$ cat config.mk
export PLATFORM = sky130hd
export DESIGN_NAME = operand_prep_sb
export DESIGN_NICKNAME = d
export VERILOG_FILES = /design/src/rtl/operand_prep_sb.sv
export SDC_FILE = /design/constraint.sdc
export NUM_CORES = 1
export LEC_CHECK = 0
export BUFFER_PORTS_ARGS = -buffer_cell sky130_fd_sc_hd__buf_4
export CAP_MARGIN = 20
export CORE_UTILIZATION = 60
export DETAILED_ROUTE_END_ITERATION = 10
export PLACE_DENSITY = 0.93
export SYNTH_ARGS = -nofsm -noshare
export SYNTH_HDL_FRONTEND = slang
export SYNTH_SLANG_ARGS = --single-unit
$ cat constraint.sdc
create_clock -name clk -period 3.75 [get_ports clk]
set_clock_uncertainty 0.1 [all_clocks]
set_input_delay 0.5625 -clock clk [delete_from_list [all_inputs] [get_ports clk]]
set_output_delay 0.5625 -clock clk [all_outputs]
set_load 0.005 [all_outputs]
$ cat src/rtl/operand_prep_sb.sv
// operand_prep_sb
//   Register-address operand stage with write scoreboard. Extracts rs1/rs2/rd
//   from the instruction according to its decoded type, registers them in a
//   single valid/ready pipeline stage, and stalls issue while a source
//   register has an in-flight write (or the destination counter is full).
//
//   Optional feature: define OPERAND_PREP_BYPASS_EN so that a write retiring
//   in the current cycle is subtracted from the counters before the hazard
//   check (saves one stall cycle on a retiring source).
//
// Ports
//   clk, reset           rising-edge clock, synchronous active-high reset
//   inst, type_PD        instruction word and decoded type (000 I .. 101 U)
//   in_valid, in_ready   input handshake
//   a1, a2, a3           registered rs1 / rs2 / rd addresses (0 when unused)
//   use1, use2, wr       a1/a2 are real operands, a3 will be written
//   out_valid, out_ready output handshake
//   wb_valid, wb_addr    writeback retiring one pending write

module operand_prep_sb #(
   parameter  int unsigned NREG   = 32,
   parameter  int unsigned PEND_W = 2,
   localparam int unsigned AW     = $clog2(NREG)
) (
   input  logic          clk,
   input  logic          reset,
   input  logic [31:0]   inst,
   input  logic [2:0]    type_PD,
   input  logic          in_valid,
   output logic          in_ready,
   output logic [AW-1:0] a1,
   output logic [AW-1:0] a2,
   output logic [AW-1:0] a3,
   output logic          use1,
   output logic          use2,
   output logic          wr,
   output logic          out_valid,
   input  logic          out_ready,
   input  logic          wb_valid,
   input  logic [AW-1:0] wb_addr
);

   typedef enum logic [2:0] {
      T_I    = 3'b000,
      T_S    = 3'b001,
      T_R    = 3'b010,
      T_B    = 3'b011,
      T_J    = 3'b100,
      T_U    = 3'b101,
      T_ILL6 = 3'b110,
      T_ILL7 = 3'b111
   } inst_type_e;

   localparam logic [PEND_W-1:0] CNT_MAX = '1;

   inst_type_e        itype;
   logic [AW-1:0]     f_rs1, f_rs2, f_rd;
   logic              d_use1, d_use2, d_wrd, d_wr;
   logic [AW-1:0]     d_a1, d_a2, d_a3;
   logic              hazard, accept;
   logic [PEND_W-1:0] cnt     [NREG];
   logic [PEND_W-1:0] eff     [NREG];
   logic [NREG-1:0]   ret_hit;
   logic [NREG-1:0]   inc_hit;
   logic              unused_inst_bits;

   assign itype = inst_type_e'(type_PD);
   assign f_rs1 = AW'(inst[19:15]);
   assign f_rs2 = AW'(inst[24:20]);
   assign f_rd  = AW'(inst[11:7]);
   assign unused_inst_bits = ^{inst[31:25], inst[14:12], inst[6:0]};

   // Field decode; unused addresses are forced to 0.
   always_comb begin
      d_use1 = 1'b0;
      d_use2 = 1'b0;
      d_wrd  = 1'b0;
      case (itype)
         T_I:      begin d_use1 = 1'b1; d_wrd = 1'b1; end
         T_S, T_B: begin d_use1 = 1'b1; d_use2 = 1'b1; end
         T_R:      begin d_use1 = 1'b1; d_use2 = 1'b1; d_wrd = 1'b1; end
         T_J, T_U: begin d_wrd = 1'b1; end
         default:  ;
      endcase
      d_a1 = d_use1 ? f_rs1 : '0;
      d_a2 = d_use2 ? f_rs2 : '0;
      d_a3 = d_wrd  ? f_rd  : '0;
      d_wr = d_wrd && (f_rd != '0);
   end

   // A retire only counts against a non-zero counter; x0 never tracks.
   always_comb begin
      for (int unsigned r = 0; r < NREG; r++) begin
         ret_hit[r] = wb_valid && (wb_addr == AW'(r)) && (r != 0) && (cnt[r] != '0);
         inc_hit[r] = accept && d_wr && (d_a3 == AW'(r));
         eff[r]     = cnt[r];
`ifdef OPERAND_PREP_BYPASS_EN
         if (ret_hit[r]) eff[r] = cnt[r] - PEND_W'(1);
`endif
      end
   end

   assign hazard = (d_use1 && (eff[d_a1] != '0)) ||
                   (d_use2 && (eff[d_a2] != '0)) ||
                   (d_wr   && (eff[d_a3] == CNT_MAX));

   assign in_ready = !reset && !hazard && (!out_valid || out_ready);
   assign accept   = in_valid && in_ready;

   always_ff @(posedge clk) begin
      if (reset) begin
         for (int unsigned r = 0; r < NREG; r++) cnt[r] <= '0;
      end else begin
         for (int unsigned r = 0; r < NREG; r++) begin
            if (inc_hit[r] && !ret_hit[r])
               cnt[r] <= cnt[r] + PEND_W'(1);
            else if (!inc_hit[r] && ret_hit[r])
               cnt[r] <= cnt[r] - PEND_W'(1);
         end
      end
   end

   always_ff @(posedge clk) begin
      if (reset) begin
         out_valid <= 1'b0;
         a1        <= '0;
         a2        <= '0;
         a3        <= '0;
         use1      <= 1'b0;
         use2      <= 1'b0;
         wr        <= 1'b0;
      end else if (accept) begin
         out_valid <= 1'b1;
         a1        <= d_a1;
         a2        <= d_a2;
         a3        <= d_a3;
         use1      <= d_use1;
         use2      <= d_use2;
         wr        <= d_wr;
      end else if (out_ready) begin
         out_valid <= 1'b0;
      end
   end

endmodule
After elaboration in Yosys (flattened, before gate mapping)
Memory sizes are Yosys's and may differ from the RTL's.
Cells that the tools add are included.

operators by class
  bitwise operators = 66
  shift operators = 0
  order comparisons = 3
  multipliers = 0
  add/subtract/negate cells = 63
  multiplexer cells = 302
  div/mod/pow operators = 0
  reductions and logical operators = 272
  eq/ne operators = 68

operators with widths
  cell                                                                count
  1-bit two-way mux                                                   227
  1-bit logical AND                                                   164
  5-bit == test, second input constant                                32
  2-bit two-way mux                                                   69
  5-bit by 4-bit == test with 1-bit output, second input constant     16
  2-bit nonzero test                                                  34
  1-bit logical NOT                                                   65
  2-bit by 1-bit adder with 2-bit output, second input constant       32
  1-bit bitwise OR                                                    63
  2-bit by 1-bit subtractor with 2-bit output, second input constant  31
  5-bit by 3-bit == test with 1-bit output, second input constant     8
  2-bit binary-select mux with 5-bit select                           3
  5-bit by 2-bit == test with 1-bit output, second input constant     4
  6-bit greater-or-equal comparator, second input constant            3
  5-bit NOT with 6-bit output                                         3
  5-bit two-way mux                                                   3
  5-bit by 1-bit == test with 1-bit output, second input constant     2
  4-bit OR reduction                                                  2
  3-bit by 2-bit == test with 1-bit output, second input constant     2
  3-bit == test, second input constant                                2
  5-bit logical NOT                                                   1
  5-bit nonzero test                                                  1
  3-bit by 1-bit == test with 1-bit output, second input constant     1
  3-bit logical NOT                                                   1
  other kinds (3)                                                     5

storage, ports and cells
  ROM bits = 0
  bits in writable memories = 64
  bits in registers = 19
  output and inout port bits = 20
  memories = 1
  bits in latches = 0

memory list
  memory  depth  width  read ports  clocked after Yosys merged registers in  write ports  RTL line  text
  cnt     32     2      32          0                                        32           61        logic [PEND_W-1:0] cnt [NREG];

Logic depth before layout (Yosys ltp)
Gate-level depths: netlist of run 1.

  depth in word-level cells = 25
  depth in mapped cells = 13
  mapped depth without buffers = 9

Least setup slack after synthesis of run 1
No wires, ideal clock.

  path kind = input-to-reg
  start = input inst[15]
  end = memory cnt[16][0] (netlist: cnt[1][0]) (enable)
  data arrival time = 2,979 ps
  required time = 3,389 ps
  stages on the path = 11
  setup slack = 410 ps
  path buffers = 2
  cells stage by stage = buf_6 > nor2b_4 > buf_6 > mux4_2 > nor2_1 > o311a_1 > a2111oi_4 > nand4_4 > nor4_4 > nor2_1 > or3b_1

RTL lines
  what         RTL line  text
  from (decl)  27        input logic [31:0] inst,
  to (decl)    61

==> results.json, run 1 <==
{
  "outcome": "complete, no violations",
  "cpPeakStageDelay_ns": 0.49,
  "vias_per_cell": 6.95,
  "min_from": "a2[4]",
  "grt_use_met3_pct": 9.44,
  "maxClockFrequency_mhz": 292,
  "pwr-share-comb_pct": 21.5,
  "drive_gt1_share_pct": 15.3,
  "grt_pass1_wl_mm": 31.1,
  "critPathMaxFanout": 16,
  "cp.arrival_ns": 3.47,
  "cp_common_cell": "nor3_1",
  "fp.dieH_um": 106,
  "multiInputGateArea_mm2": 0.00387,
  "synth_top_flop_cell": "edfxtp_1",
  "synth_top_cell_by_area": "edfxtp_1",
  "grt_use_met1_pct": 47.0,
  "dp_hpwl_mm": 14.3,
  "hold_path.class": "flip-flop to flip-flop",
  "htree_levels": 3,
  "worstReg2RegStart": "cnt[1][12]",
  "drtIter0Drc": 878,
  "worst_slew_pin_slew_ns": 0.771,
  "ys_warn_count": 0,
  "synth_area_per_cell_um2": 8.06,
  "leakage_nw": 2.48,
  "synthMostInstantiatedCell": "nand2_1",
  "cts_buffer_depth": 2,
  "ctsRootBufferMaster": "clkbuf_8",
  "cp_slowest_cell": "edfxtp_1",
  "antennaDiodeCount": 0,
  "path_cells": "nor3_1 > a311oi_1 > o311ai_0 > a31oi_1 > a2111oi_4 > nand4_4 > buf_12 > nor3_1 > xnor2_1 > nand2_1",
  "nFillCells": 845,
  "via_count": 6800,
  "crit_type": "flip-flop to flip-flop",
  "dieWidth_um": 106,
  "synth_largest_type_area_fraction_pct": 29.7,
  "final_nets": 884,
  "finalCoreUtilization_pct": 69.3,
  "drc": 0,
  "clock_latency_ns": 0.39,
  "wire_per_inst_um": 20.3,
  "overflow": 0,
  "synth_top_cells_by_area": "edfxtp_1 (30%), nand2_1 (5.9%), dfxtp_1 (5.9%)",
  "required_ns": 3.79,
  "core_mm2": 0.0104,
  "ant_nets": 0,
  "grt_max_degree": 45,
  "cts.clk_slew.worst_paths_ns": 0.09,
  "grt_pass1_vias": 6206,
  "dieArea_mm2": 0.0112,
  "maxCapViolCount": 0,
  "ir_drop_v": 0.000216,
  "ios": 65,
  "cts_resized": 0,
  "synth-edff-count": 64,
  "grt_util_met2_pct": 54.2,
  "p_per_area_mw_per_mm2": 300,
  "pwr-share-seq_pct": 50.5,
  "synth_cells": 804,
  "async_reset_ff_share_pct": 0,
  "finalCriticalPeriod_ns": 3.43,
  "numCtsBuffers": 9,
  "cp-startpoint": "cnt[1][12]",
  "rows": 37,
  "grt_use_total_pct": 36.2,
  "intPower_mw": 1.46,
  "ys_seq_area_share_pct": 35.5,
  "cts_hold_buf": 0,
  "start_util_pct": 62.2,
  "gp_congestion": 0.986,
  "synth_commonest_cells": "nand2_1 (102), nor2_1 (98), edfxtp_1 (64)",
  "slew-limit-headroom_pct": 48.6,
  "syn_to_final_growth_pct": 11.4,
  "clock-sinks": 83,
  "finalSetupViolCount": 0,
  "port_buffers": 47,
  "grt-busiest-layer": "met2",
  "synth-seq-cells": 83,
  "dr.pass1.iters": 7,
  "grt_setup_unrepaired": "false",
  "cts_tree": "yes",
  "hold_viol": 0,
  "finalMaxSlewViolations": 0,
  "wl_mm": 19.9,
  "worstSetupStartpointType": "flip-flop",
  "fin_tns_setup_ns": 0,
  "fin_crit_sh_pct": 91.4,
  "ys_types": 77,
  "post_cts_buffers": 0,
  "antenna_found_initial": 0,
  "crit_path_end_kind": "flip-flop",
  "power_switching_uw": 704,
  "synth_area_mm2": 0.00648,
  "final-seq-area_mm2": 0.00230,
  "switching_share_pct": 32.5,
  "clock_power_share_pct": 28.0
}
==> placed cells by master (no fill, tap or decap), types with 6 or more instances in the layout <==
| master | count |
|---|---|
| nor2_1 | 97 |
| nand3b_1 | 9 |
| nor3_2 | 6 |
| and2_1 | 9 |
| nand3_1 | 47 |
| or3_1 | 16 |
| buf_4 | 79 |
| o21ai_0 | 22 |
| xnor2_1 | 27 |
| clkbuf_8 | 10 |
| xor2_1 | 19 |
| inv_1 | 13 |
| o22ai_1 | 6 |
| nand2b_1 | 8 |
| a21oi_1 | 56 |
| a211oi_1 | 8 |
| nand2_1 | 102 |
| nor3_1 | 61 |
| a311oi_1 | 6 |
| o31ai_1 | 9 |
| edfxtp_1 | 64 |
| nand4_1 | 12 |
| dfxtp_1 | 19 |
| mux2i_1 | 12 |
| nor2b_1 | 8 |
==> layer usage <==
layer / up-vias / wire length (µm) / share of wire (%)
li1: 3042 / - / -
met1: 3115 / 7510 / 38
met2: 549 / 8650 / 44
met3: 94 / 2770 / 14
met4: 0 / 929 / 4.7
met5: - / 0 / 0
==> critical path, delay by kind of cell, from the launching register on <==
family	cells	cell delay [ns]
AO/OA/AOI/OAI	4	1.10
XOR/XNOR	1	0.20
AND/OR/NAND/NOR	4	1.07
buffers and inverters	1	0.21
flip-flops	1	0.49
==> final timing paths <==
kind                            slack, ns         end  cells past startpoint
worst max-delay path                 0.32  cnt[1][20]                     10
worst min-delay path                 0.36       a2[4]                      2
worst max register to register       0.32  cnt[1][20]                     10
worst min register to register       0.36       a2[4]                      2
==> metrics by stage <==
stage                     hold slack (ns)  cell area (µm²)  total power [mW]  instances  worst slack [ns]
after CTS                           0.354             7220              2.14        979             0.404
final                               0.361             7220              2.17        979             0.321
after detailed placement            0.352             7050              1.56        963            0.0409
after global routing                0.378             7220              2.23        979             0.162
after floorplan                     0.348             6480              1.39        805             0.410
after global placement              0.339             7050              1.54        963             0.188
==> cell type report <==
cell class,instances,area share [%]
Multi-Input combinational cell,648,53.6
Sequential cell,83,31.9
Timing Repair Buffer,82,9.05
Tap cell,136,2.36
Clock buffer,11,1.96
Inverter,14,0.728
Clock inverter,5,0.381
==> flip-flops by register name, summed over array words and instances, names as in the netlist <==
name       flops
a2             5
a3             5
out_valid      1
wr             1
use2           1
a1             5
cnt           64
use1           1
==> power groups by stage <==
stage	clock, mW	sequential, mW	combinational (mW)
after floorplan	0	1.10	0.292
after global placement	0	1.11	0.434
after detailed placement	0	1.11	0.444
after CTS	0.605	1.09	0.446
after global routing	0.634	1.10	0.491
final	0.608	1.10	0.465
==> cell families after synthesis <==
| family | count (synthesis) | synth area share (%) |
|---|---|---|
| other | 1 | 0.0579 |
| xor gates and xnor gates | 46 | 6.22 |
| and+or+nand+nor | 413 | 31.9 |
| muxes | 19 | 3.42 |
| DFF | 83 | 35.5 |
| adders and majority gates | 1 | 0.193 |
| buffers and inverters | 74 | 4.79 |
| AOI/OAI and AO/OA | 167 | 17.9 |
Power figures use the tool's default switching activity.
==> run 2: changes to the inputs <==
--- a/config.mk
+++ b/config.mk
@@ -7,7 +7,9 @@
 export LEC_CHECK = 0
 export BUFFER_PORTS_ARGS = -buffer_cell sky130_fd_sc_hd__buf_4
 export CAP_MARGIN = 20
-export CORE_UTILIZATION = 60
+export CELL_PAD_IN_SITES_DETAIL_PLACEMENT = 1
+export CELL_PAD_IN_SITES_GLOBAL_PLACEMENT = 1
+export CORE_UTILIZATION = 45
 export DETAILED_ROUTE_END_ITERATION = 10
 export PLACE_DENSITY = 0.93
 export SYNTH_ARGS = -nofsm -noshare
==> run 2 against run 1 <==
Combinational power increased by 7.7%. Clock power rose by 48%. Core utilization decreased by 16 points. Global-route usage down 2.7 points. Largest power group unchanged. Highest routed layer unchanged.
==> results.json, run 2 (synthesized netlist as in run 1, its figures left out) <==
{
  "worst_slew_pin_slew_ns": 0.804,
  "layout_common_cells": "nand2_1 (102), buf_4 (99), nor2_1 (96)",
  "vias_per_cell": 6.68,
  "hold_path.class": "flip-flop to flip-flop",
  "clock-sinks": 83,
  "clock_latency_ns": 0.36,
  "dr.pass1.iters": 5,
  "drc": 0,
  "final_cell_area_mm2": 0.00752,
  "final.setup.worst_slack_ns": 0.0958,
  "ant_nets": 0,
  "syn_to_final_growth_pct": 16.0,
  "drtIter0Drc": 815,
  "maxCapViolCount": 0,
  "cts_buffer_depth": 2,
  "grt_setup_unrepaired": "false",
  "min_from": "a1[2]",
  "dieArea_mm2": 0.0149,
  "worstReg2RegStart": "cnt[1][30]",
  "cts.clk_slew.worst_paths_ns": 0.06,
  "fin_hold_ws_ns": 0.354,
  "grt_pass1_vias": 6987,
  "finalSetupViolCount": 0,
  "drive_gt1_share_pct": 17.2,
  "outcome": "complete, no violations",
  "cts_hold_buf": 0,
  "start_util_pct": 46.3,
  "cts_tree": "yes",
  "grt_max_degree": 69,
  "htree_levels": 3,
  "leakage_nw": 2.59,
  "gp_congestion": 0.969,
  "worstReg2RegEnd": "cnt[1][20]",
  "whs_endpoint": "a1[2]",
  "port_buffers": 47,
  "pre_cts_slack_ns": -0.0113,
  "critPathMaxFanout": 22,
  "dpl-instance-area_mm2": 0.00722,
  "fp.dieH_um": 122,
  "crit_path_end_kind": "output pin",
  "largest-register": "cnt",
  "final_nets": 902,
  "slew-limit-headroom_pct": 45.9,
  "finalMaxSlewViolations": 0,
  "fin_crit_sh_pct": 97.4,
  "rows": 43,
  "wire_per_inst_um": 22.9,
  "p_per_area_mw_per_mm2": 333,
  "maxClockFrequency_mhz": 274,
  "r2r_slack_ns": 0.30,
  "dp_hpwl_mm": 17.3,
  "largest_reg_flops": 64,
  "worstSetupStartpointType": "input pin",
  "final_common_cell": "nand2_1",
  "ir_drop_v": 0.000242,
  "antennaDiodeCount": 0,
  "cp.arrival_ns": 2.99,
  "grt_use_total_pct": 33.5,
  "r2r_cells": 10,
  "crit_type": "input pin to output pin",
  "required_ns": 3.09,
  "grt_pass1_wl_mm": 37.4,
  "via_count": 6952,
  "antenna_found_initial": 0,
  "overflow": 0,
  "finalCriticalPeriod_ns": 3.65,
  "hold_path_depth": 2,
  "dieWidth_um": 122,
  "ctsRootBufferMaster": "clkbuf_16",
  "core_mm2": 0.0140,
  "wl_mm": 23.8,
  "numCtsBuffers": 9,
  "hold_viol": 0,
  "ios": 65
}
==> run 2: cell count changes in the layout (fill, tap and decap cells not counted), moves of 2 or more <==
cell / delta
buf_4: +20
clkbuf_16: +9
clkinvlp_4: +2
clkinv_1: +2
buf_12: -2
clkbuf_8: -10
clkinv_2: -3
==> run 2: worst max-delay path, cell delays in order <==
cell,delay [ns]
buf_4,0.13
buf_4,0.14
mux2i_2,0.23
buf_12,0.20
nand2_2,0.23
o21ai_0,0.37
nand3b_1,0.12
nand4_1,0.21
nand2_1,0.10
nor4bb_2,0.41
buf_4,0.17
buf_4,0.09
==> run 2: area by class of cell <==
type                    instances  area [µm²]
clock buffers                  10         229
fillers                      1714        6470
repair buffers                100         763
clock inverters                 6        56.3
multi-input cells             648        3890
flip-flops and latches         83        2300
well taps                     180         225
inverters                      14        52.6
==> run 2: metrics by stage <==
step / setup TNS (ns) / instances / power, mW / utilization [%]
after floorplan: 0 / 805 / 1.39 / -
after detailed placement: -0.0439 / 1025 / 1.60 / 51.6
after CTS: 0 / 1041 / 2.48 / 53.7
final: 0 / 1041 / 2.50 / 53.7
after global placement: 0 / 1025 / 1.57 / 51.6
after global routing: 0 / 1041 / 2.57 / 53.7
==> run 2: per-layer routing <==
metal / share of wire, % / GRT usage (%) / vias up
li1: - / - / 3063
met1: 40 / 42.8 / 3384
met2: 46 / 53.6 / 414
met3: 9.5 / 6.88 / 91
met4: 4.2 / 16.5 / 0
met5: 0 / 0 / -
==> run 2: what timing repair did <==
action / 4_1_cts / 5_1_grt
resized for setup: 0 / 3
setup buffers: 0 / 0
setup endpoints to repair: 0 / 1
==> run 2: worst max path at each step <==
stage                       to        from  cells past startpoint
floorplan            cnt[1][0]    inst[15]                     11
global placement    cnt[1][15]  type_PD[2]                     13
detailed placement  cnt[0][27]    inst[15]                     11
CTS                   in_ready  type_PD[2]                     13
global route          in_ready  type_PD[2]                     12
finish                in_ready  type_PD[2]                     12
==> run 2: where the power goes <==
group / switching, mW / internal, mW
Clock: 0.392 / 0.510
Combinational: 0.321 / 0.181
Sequential: 0.0562 / 1.04
==> run 3: changes to the inputs <==
--- a/config.mk
+++ b/config.mk
@@ -11,7 +11,7 @@
 export CELL_PAD_IN_SITES_GLOBAL_PLACEMENT = 1
 export CORE_UTILIZATION = 45
 export DETAILED_ROUTE_END_ITERATION = 10
-export PLACE_DENSITY = 0.93
+export PLACE_DENSITY_LB_ADDON = 0.1
 export SYNTH_ARGS = -nofsm -noshare
 export SYNTH_HDL_FRONTEND = slang
 export SYNTH_SLANG_ARGS = --single-unit
==> run 3 against run 2 <==
Register-to-register slack worse by 0.06 ns. Sequential cell count unchanged. Critical path depth did not move. Maximum frequency grew 0.12%. Count of clock-buffer cells in the layout grew 1. Cell count is 0.38% higher. Clock power rose by 9.6%. Critical endpoint unchanged. Largest power group unchanged.
==> results.json, run 3 (synthesized netlist as in run 1, its figures left out) <==
{
  "outcome": "complete, no violations",
  "maxCapViolCount": 0,
  "grt_max_degree": 51,
  "cp_common_cell": "buf_4",
  "drc": 0,
  "clock_power_share_pct": 38.1,
  "grt_pass1_vias": 6898,
  "port_buffers": 47,
  "antenna_found_initial": 0,
  "cts_buffer_depth": 2,
  "crit_path_end_kind": "output pin",
  "rows": 43,
  "worstSetupStartpointType": "input pin",
  "ir_drop_v": 0.000189,
  "largest-register": "cnt",
  "finalCriticalPeriod_ns": 3.65,
  "overflow": 0,
  "grt_use_total_pct": 34.5,
  "clock_latency_ns": 0.36,
  "instances_no_fill": 1045,
  "core_mm2": 0.0140,
  "gp_congestion": 0.927,
  "switching_share_pct": 30.5,
  "drive_gt1_share_pct": 17.7,
  "nFillCells": 1730,
  "start_util_pct": 46.3,
  "cp.arrival_ns": 2.99,
  "fp.dieH_um": 122,
  "ios": 65,
  "cts_tree": "yes",
  "finalMaxSlewViolations": 0,
  "path_cells": "buf_4 > buf_4 > mux2_2 > nor2_4 > buf_4 > a21oi_1 > a221oi_1 > a21oi_1 > nor4_2 > buf_4 > nor4bb_1 > buf_4",
  "final_nets": 906,
  "dieArea_mm2": 0.0149,
  "leakage_nw": 2.63,
  "dp_hpwl_mm": 18.2,
  "maxClockFrequency_mhz": 274,
  "slew-limit-headroom_pct": 44.7,
  "cts.clk_slew.worst_paths_ns": 0.06,
  "p_total_mw": 2.59,
  "via_count": 6802,
  "grt_setup_unrepaired": "false",
  "pwr-share-seq_pct": 42.4,
  "vias_per_cell": 6.51,
  "numCtsBuffers": 9,
  "dr.pass1.iters": 5,
  "cts_hold_buf": 0,
  "drtIter0Drc": 526,
  "place_inst": 1029,
  "critPathMaxFanout": 8,
  "dieWidth_um": 122,
  "pwr-share-comb_pct": 19.5,
  "fin_tns_setup_ns": 0,
  "largest_reg_flops": 64,
  "wl_mm": 24.7,
  "hold_path.class": "flip-flop to flip-flop",
  "power_switching_uw": 792,
  "p_per_area_mw_per_mm2": 342,
  "worst_slew_pin_slew_ns": 0.830,
  "wire_per_inst_um": 23.7,
  "cp_slowest_cell": "nor4_2",
  "ctsRootBufferMaster": "clkbuf_16",
  "ant_nets": 0,
  "finalSetupViolCount": 0,
  "required_ns": 3.09,
  "syn_to_final_growth_pct": 17.1,
  "htree_levels": 3,
  "fin_crit_sh_pct": 97.3,
  "intPower_mw": 1.80,
  "cpPeakStageDelay_ns": 0.38,
  "clock-sinks": 83,
  "grt_pass1_wl_mm": 38.3,
  "hold_viol": 0,
  "antennaDiodeCount": 0,
  "crit_type": "input pin to output pin",
  "layout_common_cells": "nand2_1 (102), buf_4 (102), nor2_1 (97)"
}
## run 3: layout make-up
type	instances	area (µm²)	area share (%)
Clock buffer	11	264	3.48
Clock inverter	5	58.8	0.775
Inverter	14	52.6	0.693
Multi-Input combinational cell	648	3880	51.1
Sequential cell	83	2300	30.3
Tap cell	180	225	2.97
Timing Repair Buffer	104	806	10.6
## run 3: critical path, delay by kind of cell
kind            cells  cell delay, ns
buf+inv             5            0.87
simple gates        3            0.72
compound gates      3            0.45
mux                 1            0.37
## run 3: final timing paths
kind	cells past startpoint	to	slack, ns	startpoint
setup / recovery	12	in_ready	0.10	type_PD[2]
hold / removal	2	use2	0.36	use2
setup reg to reg	10	cnt[1][5]	0.24	cnt[1][30]
hold reg to reg	2	use2	0.36	use2
## run 3: timing repair
item | CTS | global route
buffers inserted | 0 | 0
setup endpoints to repair | 0 | 2
resized for setup | 0 | 2
hold endpoints to repair | 0 | 0
## run 3: per-stage QoR
step | hold WS, ns | setup slack [ns] | cell area (µm²) | util (%)
4_1_cts | 0.360 | 0.0251 | 7580 | 54.2
6_report | 0.357 | 0.100 | 7590 | 54.2
3_3_place_gp | 0.341 | 0.0494 | 7260 | 51.9
5_1_grt | 0.376 | 0.0306 | 7590 | 54.2
2_1_floorplan | 0.348 | 0.410 | 6480 | -
3_5_place_dp | 0.351 | -0.132 | 7260 | 51.9
## run 3: power groups by stage
stage / registers, mW / logic (mW) / clock network [mW]
after global routing: 1.11 / 0.538 / 1.02
after detailed placement: 1.12 / 0.491 / 0
after CTS: 1.10 / 0.495 / 0.988
after floorplan: 1.10 / 0.292 / 0
after global placement: 1.11 / 0.474 / 0
final: 1.10 / 0.505 / 0.989
## run 3: metal layers
layer	vias up	global-route usage, %	share of wire [%]
li1	3085	-	-
met1	3384	45.4	43
met2	264	55.6	46
met3	69	4.87	7.3
met4	0	16.5	3.9
met5	-	0	0
